## src/rtl/msg_schedule_pkg.sv

```systemverilog
// Shared widths, FSM state type and sigma rotate/shift amounts for the SHA-256 message schedule.
package msg_schedule_pkg;
  localparam int WORD_W      = 32;
  localparam int BLOCK_WORDS = 16;
  localparam int IDX_W       = 6;

  localparam int S0_ROT_A = 7;
  localparam int S0_ROT_B = 18;
  localparam int S0_SHR   = 3;
  localparam int S1_ROT_A = 17;
  localparam int S1_ROT_B = 19;
  localparam int S1_SHR   = 10;

  typedef enum logic {
    LOAD   = 1'b0,
    STREAM = 1'b1
  } state_e;
endpackage

```

## src/rtl/msg_schedule_expand.sv

```systemverilog
// Combinational schedule expansion: next window word from window taps 0, 1, 9 and 14.
module msg_schedule_expand
  import msg_schedule_pkg::*;
(
  input  logic [WORD_W-1:0] w0_i,
  input  logic [WORD_W-1:0] w1_i,
  input  logic [WORD_W-1:0] w9_i,
  input  logic [WORD_W-1:0] w14_i,
  output logic [WORD_W-1:0] next_o
);

  function automatic logic [WORD_W-1:0] rotr(input logic [WORD_W-1:0] x, input int n);
    return (x >> n) | (x << (WORD_W - n));
  endfunction

  function automatic logic [WORD_W-1:0] sigma0(input logic [WORD_W-1:0] x);
    return rotr(x, S0_ROT_A) ^ rotr(x, S0_ROT_B) ^ (x >> S0_SHR);
  endfunction

  function automatic logic [WORD_W-1:0] sigma1(input logic [WORD_W-1:0] x);
    return rotr(x, S1_ROT_A) ^ rotr(x, S1_ROT_B) ^ (x >> S1_SHR);
  endfunction

  // Modulo-2^32 sum: carries out of bit 31 are dropped by the result width.
  assign next_o = sigma1(w14_i) + w9_i + sigma0(w1_i) + w0_i;

endmodule

```

## src/rtl/msg_schedule.sv

```systemverilog
// SHA-256 message schedule: loads 16 words, then streams W0..W(NUM_ROUNDS-1) from a sliding window.
// Optional MSG_SCHEDULE_LAST_EN adds out_last, flagging the final word of each block.
module msg_schedule
  import msg_schedule_pkg::*;
#(
  parameter int NUM_ROUNDS = 64
) (
  input  logic              clk,
  input  logic              reset,
  input  logic              in_valid,
  output logic              in_ready,
  input  logic [WORD_W-1:0] in_word,
  output logic              out_valid,
  input  logic              out_ready,
  output logic [WORD_W-1:0] out_word,
  output logic [IDX_W-1:0]  out_idx
`ifdef MSG_SCHEDULE_LAST_EN
  ,
  output logic              out_last
`endif
);

  localparam logic [IDX_W-1:0] LAST_IDX = IDX_W'(NUM_ROUNDS - 1);

  state_e            state_q;
  logic [3:0]        load_cnt_q;
  logic [IDX_W-1:0]  idx_q;
  logic [WORD_W-1:0] win_q [BLOCK_WORDS];
  logic [WORD_W-1:0] win_next_d;

  msg_schedule_expand u_expand (
    .w0_i   (win_q[0]),
    .w1_i   (win_q[1]),
    .w9_i   (win_q[9]),
    .w14_i  (win_q[14]),
    .next_o (win_next_d)
  );

  always_ff @(posedge clk or posedge reset) begin
    if (reset) begin
      state_q    <= LOAD;
      load_cnt_q <= '0;
      idx_q      <= '0;
      for (int i = 0; i < BLOCK_WORDS; i++) win_q[i] <= '0;
    end else if (state_q == LOAD) begin
      if (in_valid) begin
        win_q[load_cnt_q] <= in_word;
        load_cnt_q        <= 4'(load_cnt_q + 4'd1);
        if (load_cnt_q == 4'd15) state_q <= STREAM;
      end
    end else begin
      // Each accepted output slides the window one word and appends W[t+16].
      if (out_ready) begin
        for (int i = 0; i < BLOCK_WORDS - 1; i++) win_q[i] <= win_q[i+1];
        win_q[BLOCK_WORDS-1] <= win_next_d;
        if (idx_q == LAST_IDX) begin
          idx_q   <= '0;
          state_q <= LOAD;
        end else begin
          idx_q <= IDX_W'(idx_q + 1'b1);
        end
      end
    end
  end

  assign in_ready  = (state_q == LOAD);
  assign out_valid = (state_q == STREAM);
  assign out_word  = win_q[0];
  assign out_idx   = idx_q;
`ifdef MSG_SCHEDULE_LAST_EN
  assign out_last  = (state_q == STREAM) && (idx_q == LAST_IDX);
`endif

endmodule

```

## config.mk

```make
export PLATFORM = sky130hd
export DESIGN_NAME = msg_schedule
export DESIGN_NICKNAME = d
export VERILOG_FILES = /design/src/rtl/msg_schedule_pkg.sv /design/src/rtl/msg_schedule_expand.sv /design/src/rtl/msg_schedule.sv
export SDC_FILE = /design/constraint.sdc
export NUM_CORES = 2
export LEC_CHECK = 0
export CORE_MARGIN = 1
export CORE_UTILIZATION = 50
export DETAILED_ROUTE_END_ITERATION = 7
export PLACE_DENSITY = 0.71
export SLEW_MARGIN = 20
export SYNTH_ARGS = -nofsm -noshare
export SYNTH_HDL_FRONTEND = slang
export SYNTH_HIERARCHICAL = 1
export SYNTH_SLANG_ARGS = --single-unit
```

## constraint.sdc

```tcl
create_clock -name clk -period 27.9 [get_ports clk]
set_clock_uncertainty 0.15 [all_clocks]
set_input_delay 8.37 -clock clk [delete_from_list [all_inputs] [get_ports clk]]
set_output_delay 8.37 -clock clk [all_outputs]
set_load 0.01 [all_outputs]
```

### Word level (Yosys, flattened, before mapping)

Cells that the tools add are included.
Widths: inputs -> output; s select.

| word-level totals | value |
|---|---|
| logic and storage cells | 56 |
| input bits | 36 |
| output and inout port bits | 40 |
| bits in registers | 523 |

| cells by class | value |
|---|---|
| bitwise operators | 10 |
| equality and inequality tests | 3 |
| reductions and logical operators | 5 |
| muxes and demuxes | 12 |
| magnitude comparators | 2 |
| add/subtract/negate cells | 5 |

Operator list:

| operator | count |
|---|---|
| $mux 512 | 3 |
| $bwmux 512 | 1 |
| $demux 32 s4 | 1 |
| $add 32x32->32 | 3 |
| $xor 32x32->32 | 2 |
| $mux 32 | 1 |
| $or 13x32->32 | 1 |
| $or 14x32->32 | 1 |
| $or 15x32->32 | 1 |
| $or 25x32->32 | 1 |
| $xor 32x22->32 | 1 |
| $xor 32x29->32 | 1 |
| $add 6x1->6 const B | 1 |
| $eq 6x6->1 const B | 1 |
| $mux 6 | 1 |
| $reduce_and 2->1 | 3 |
| $ge 5x5->1 const B | 1 |
| $lt 5x1->1 const B | 1 |
| $mux 1 | 5 |
| $not 4->5 | 1 |
| $add 4x1->4 const B | 1 |
| $eq 4x4->1 const B | 1 |
| $ne 2x2->1 const B | 1 |
| $reduce_bool 2->1 | 1 |
| other kinds (2) | 2 |

### Longest topological paths before layout

| depth | value |
|---|---|
| word-level depth | 8 |
| gate-level depth with buffers | 16 |
| mapped depth without buffers | 15 |

### Hierarchy

The synthesis kept the hierarchy.

By module, submodules not included:

| module | cells each | area each (um^2) | times used | sequential area each (um^2) |
|---|---|---|---|---|
| msg_schedule | 1,934 | 25,329.3 | 1 | 13,087.6 |
| msg_schedule_expand | 514 | 4,388.0 | 1 | 0.0 |

### Least setup slack after synthesis

No wires, ideal clock.

| timing | value |
|---|---|
| path kind | register -> output |
| from | reg state_q, in the netlist out_valid |
| to | out in_ready |
| data required time | 19,380 ps |
| stages on the path, launching flop included | 6 |
| buffers on the path | 4 |
| slack | 17,919 ps |
| arrival time | 1,461 ps |
| cell sequence | dfrtp_1 > buf_2 > buf_2 > buf_1 > buf_1 > inv_1 |

| on the way | value |
|---|---|
| cells in the longest elaborated chain, start to end | 1 |

Ends and longest elaborated chain:

| item | line | RTL |
|---|---|---|
| start, declared | msg_schedule.sv:25 | `state_e state_q;` |
| start signal, assigned | msg_schedule.sv:41 | `state_q <= LOAD;` |
| start signal, assigned | msg_schedule.sv:49 | `if (load_cnt_q == 4'd15) state_q <= STREAM;` |
| start signal, assigned | msg_schedule.sv:58 | `state_q <= LOAD;` |
| $not 1->1 (no source line) | - |  |
| end, declared | msg_schedule.sv:11 | `output logic in_ready,` |

No other way between the ends.

### Final worst setup path

| timing | value |
|---|---|
| from | reg state_q, in the netlist out_valid |
| to | out out_valid |

RTL lines:

| item | line | RTL |
|---|---|---|
| end, declared | msg_schedule.sv:13 | `output logic out_valid,` |

No word-level cell between the ends.

==> impl_metrics.toml <==
[worst_setup_path]
slowest_delay_ns = 0.85
crit_path_max_fanout = 57
crit_type = "register to output port"
rr_endpoint = "win_q[25]"
path_buf_inv = 2
critical_path_depth = 2
cp-start-kind = "register"
path_cells = "buf_4 -> clkdlybuf4s50_1"
cp_slowest_cell = "dfrtp_4"
reg2reg_depth = 14
crit_required_ns = 19.38
cp_top_family = "buffers and inverters"
ff2ff_setup_slack_ns = 22.73
crit_path_end_kind = "output port"
r2r_start = "win_q[50]"
arrival_ns = 2.73

[global_routing]
grt_pass1_wl_mm = 129
grt_max_degree = 170
antenna_found_initial = 0
grt_usage_pct = 27.7
grt_pass1_vias = 20727
overflow = 0

[floorplan]
io_pins = 76
die_w_um = 246
dieArea_sq_um = 60400
die_h_um = 246
fp-row-count = 88
core_sq_um = 58200
start_util_pct = 51.0

[sta]
worst_pin_slew_ns = 1.05
slew_headroom_pct = 30.1
setup_viol = 0
finalMaxSlewViolations = 0
timing.fmax_mhz = 88.9
timing.final.crit_share_pct = 40.3
hold_violations = 0
fin_setup_tns_ns = 0
rsz0062_at_grt = "no"
fin_crit_ns = 11.25

[cts]
h-tree-depth = 2
post_cts_resized = 0
cts_buffer_depth = 3
cts_made_buffers = 57
post-cts-setup-buffers = 0
cts_sinks = 523
cts.clk_slew.worst_paths_ns = 0.06
clk_root_buffer_cell = "clkbuf_16"
cts_tree = "built"
hold_buffers = 0
clk_latency_ns = 0.61

[layout]
antenna_cells = 0
fin_nets = 2503
area_growth_pct = 10.9
drive_gt1_share_pct = 29.5

[drt]
drt_first_iter_violations = 1607
vias = 20587
routed_wl_mm = 82.9
first_pass_iters = 5
ant_nets = 0
drc = 0
wl_per_cell_um = 26.1
vias_per_cell = 6.48

[yosys]
synth_nets = 2582
netlist_instances = 2448
synth_area_leaders = "dfrtp_1 (44%), mux2_2 (19%), a22o_1 (15%)"
yosysWarnings = 6
async_reset_ff_share_pct = 100
ys_seq_elements = 523
yosysSeqAreaShare_pct = 44.0
synth_edf_count = 0
yosysUniqueCellTypes = 71
yosys.area.top_type = "dfrtp_1"
synth_top_area_share_pct = 44.0
synth_ff_type = "dfrtp_1"
netlist_area_sq_um = 29700
synth.avg_cell_area_sq_um = 12.1

[worst_hold_path]
hold_depth = 1
hp-class = "register to register"
min_to = "out_idx[4]"
min_from = "out_idx[4]"

[placed_design]
gp_congestion = 0.962
dpl.hpwl_mm = 56.6
port_buffers = 75

[run]
cap_violations = 0

[outcome]
status = "complete, no violations"
[through the flow]
stage / instances / instance area, sq um / setup slack [ns] / hold WS (ns) / util, %
5_1_grt: 3179 / 33000 / 16.58 / 0.366 / 56.6
6_report: 3179 / 33000 / 16.65 / 0.348 / 56.6
4_1_cts: 3172 / 32700 / 16.63 / 0.355 / 56.2
3_5_place_dp: 3068 / 30800 / 16.74 / 0.343 / 52.9
3_3_place_gp: 3068 / 30800 / 16.82 / 0.340 / 52.9
2_1_floorplan: 2448 / 29700 / 4.77 / 0.331 / -
[cells by family after synthesis]
group                      after synthesis  synth area share [%]
and+or+nand+nor                        164                  3.15
DFF                                    523                  44.0
buffers and inverters                  360                  5.25
muxes                                  516                  19.5
adders and majority gates               98                  5.69
xor gates and xnor gates               145                  4.27
AOI/OAI and AO/OA                      642                  18.1
[state kept, by name, summed over array words and instances (netlist names)]
register	flops
out_word	32
load_cnt_q	4
out_valid	1
win_q	480
out_idx	6
[layer usage]
metal	track usage [%]	wire, um	vias to the layer above
li1	-	-	8833
met1	37.9	35200	10888
met2	45.0	39700	725
met3	3.99	5260	141
met4	9.34	2710	0
met5	0	0	-
[Yosys cell counts (all sizes together) (5+ instances only)]
cell type  count
a211oi         9
a21o          11
a21oi         32
a22o         512
a31oi          5
and3           7
and3b          8
buf           88
clkbuf       196
dfrtp        523
fa            62
ha            36
inv           76
mux2         513
nand2         30
nand3         12
nand4          8
nor2          23
nor2b         34
nor3          10
nor3b          5
o21ai         35
o21bai         6
xnor2        116
xor2          29
[placed cells by master (no fill, tap or decap), types with 13 or more instances in the layout]
master / synthesis / layout
mux2_2: 510 / 510
inv_1: 76 / 75
clkbuf_8: 0 / 13
dfrtp_1: 523 / 522
nor2_1: 23 / 23
nand2_1: 30 / 30
o21ai_0: 20 / 20
nor2b_1: 34 / 33
xor2_1: 29 / 29
a21oi_1: 32 / 32
a22o_1: 512 / 512
xnor2_1: 116 / 116
buf_4: 41 / 60
clkdlybuf4s50_1: 0 / 75
clkbuf_16: 0 / 58
clkinv_2: 0 / 13
ha_1: 36 / 36
fa_1: 62 / 62
[worst reg2reg max path, delay by kind of cell, from the launching register on]
kind,cells,cell delay [ns]
flip-flops,1,0.52
multiplexers,1,0.26
adder cells (fa/ha/maj),4,1.71
AND/OR/NAND/NOR,2,0.74
XOR/XNOR,2,0.55
AO/OA/AOI/OAI,5,1.12
[cell type report]
type	count	area [sq um]
fill	4814	25300
multi-input combinational	1565	15200
sequential	523	13100
clock buffer	82	1670
timing repair buffer	146	1450
tap	765	957
inverter	76	293
clock inverter	22	256
[worst max path at each step]
stage              start             to  slack (ns)
2_1_floorplan      reset  load_cnt_q[0]        4.77
3_3_place_gp    in_valid     win_q[436]       16.82
3_5_place_dp    in_valid     win_q[439]       16.74
4_1_cts        out_valid      out_valid       16.63
5_1_grt        out_valid      out_valid       16.58
6_report       out_valid      out_valid       16.65
Power is left out: the tool's default activity adds up to more than one toggle a clock period on the data nets, which glitch-free logic cannot reach.
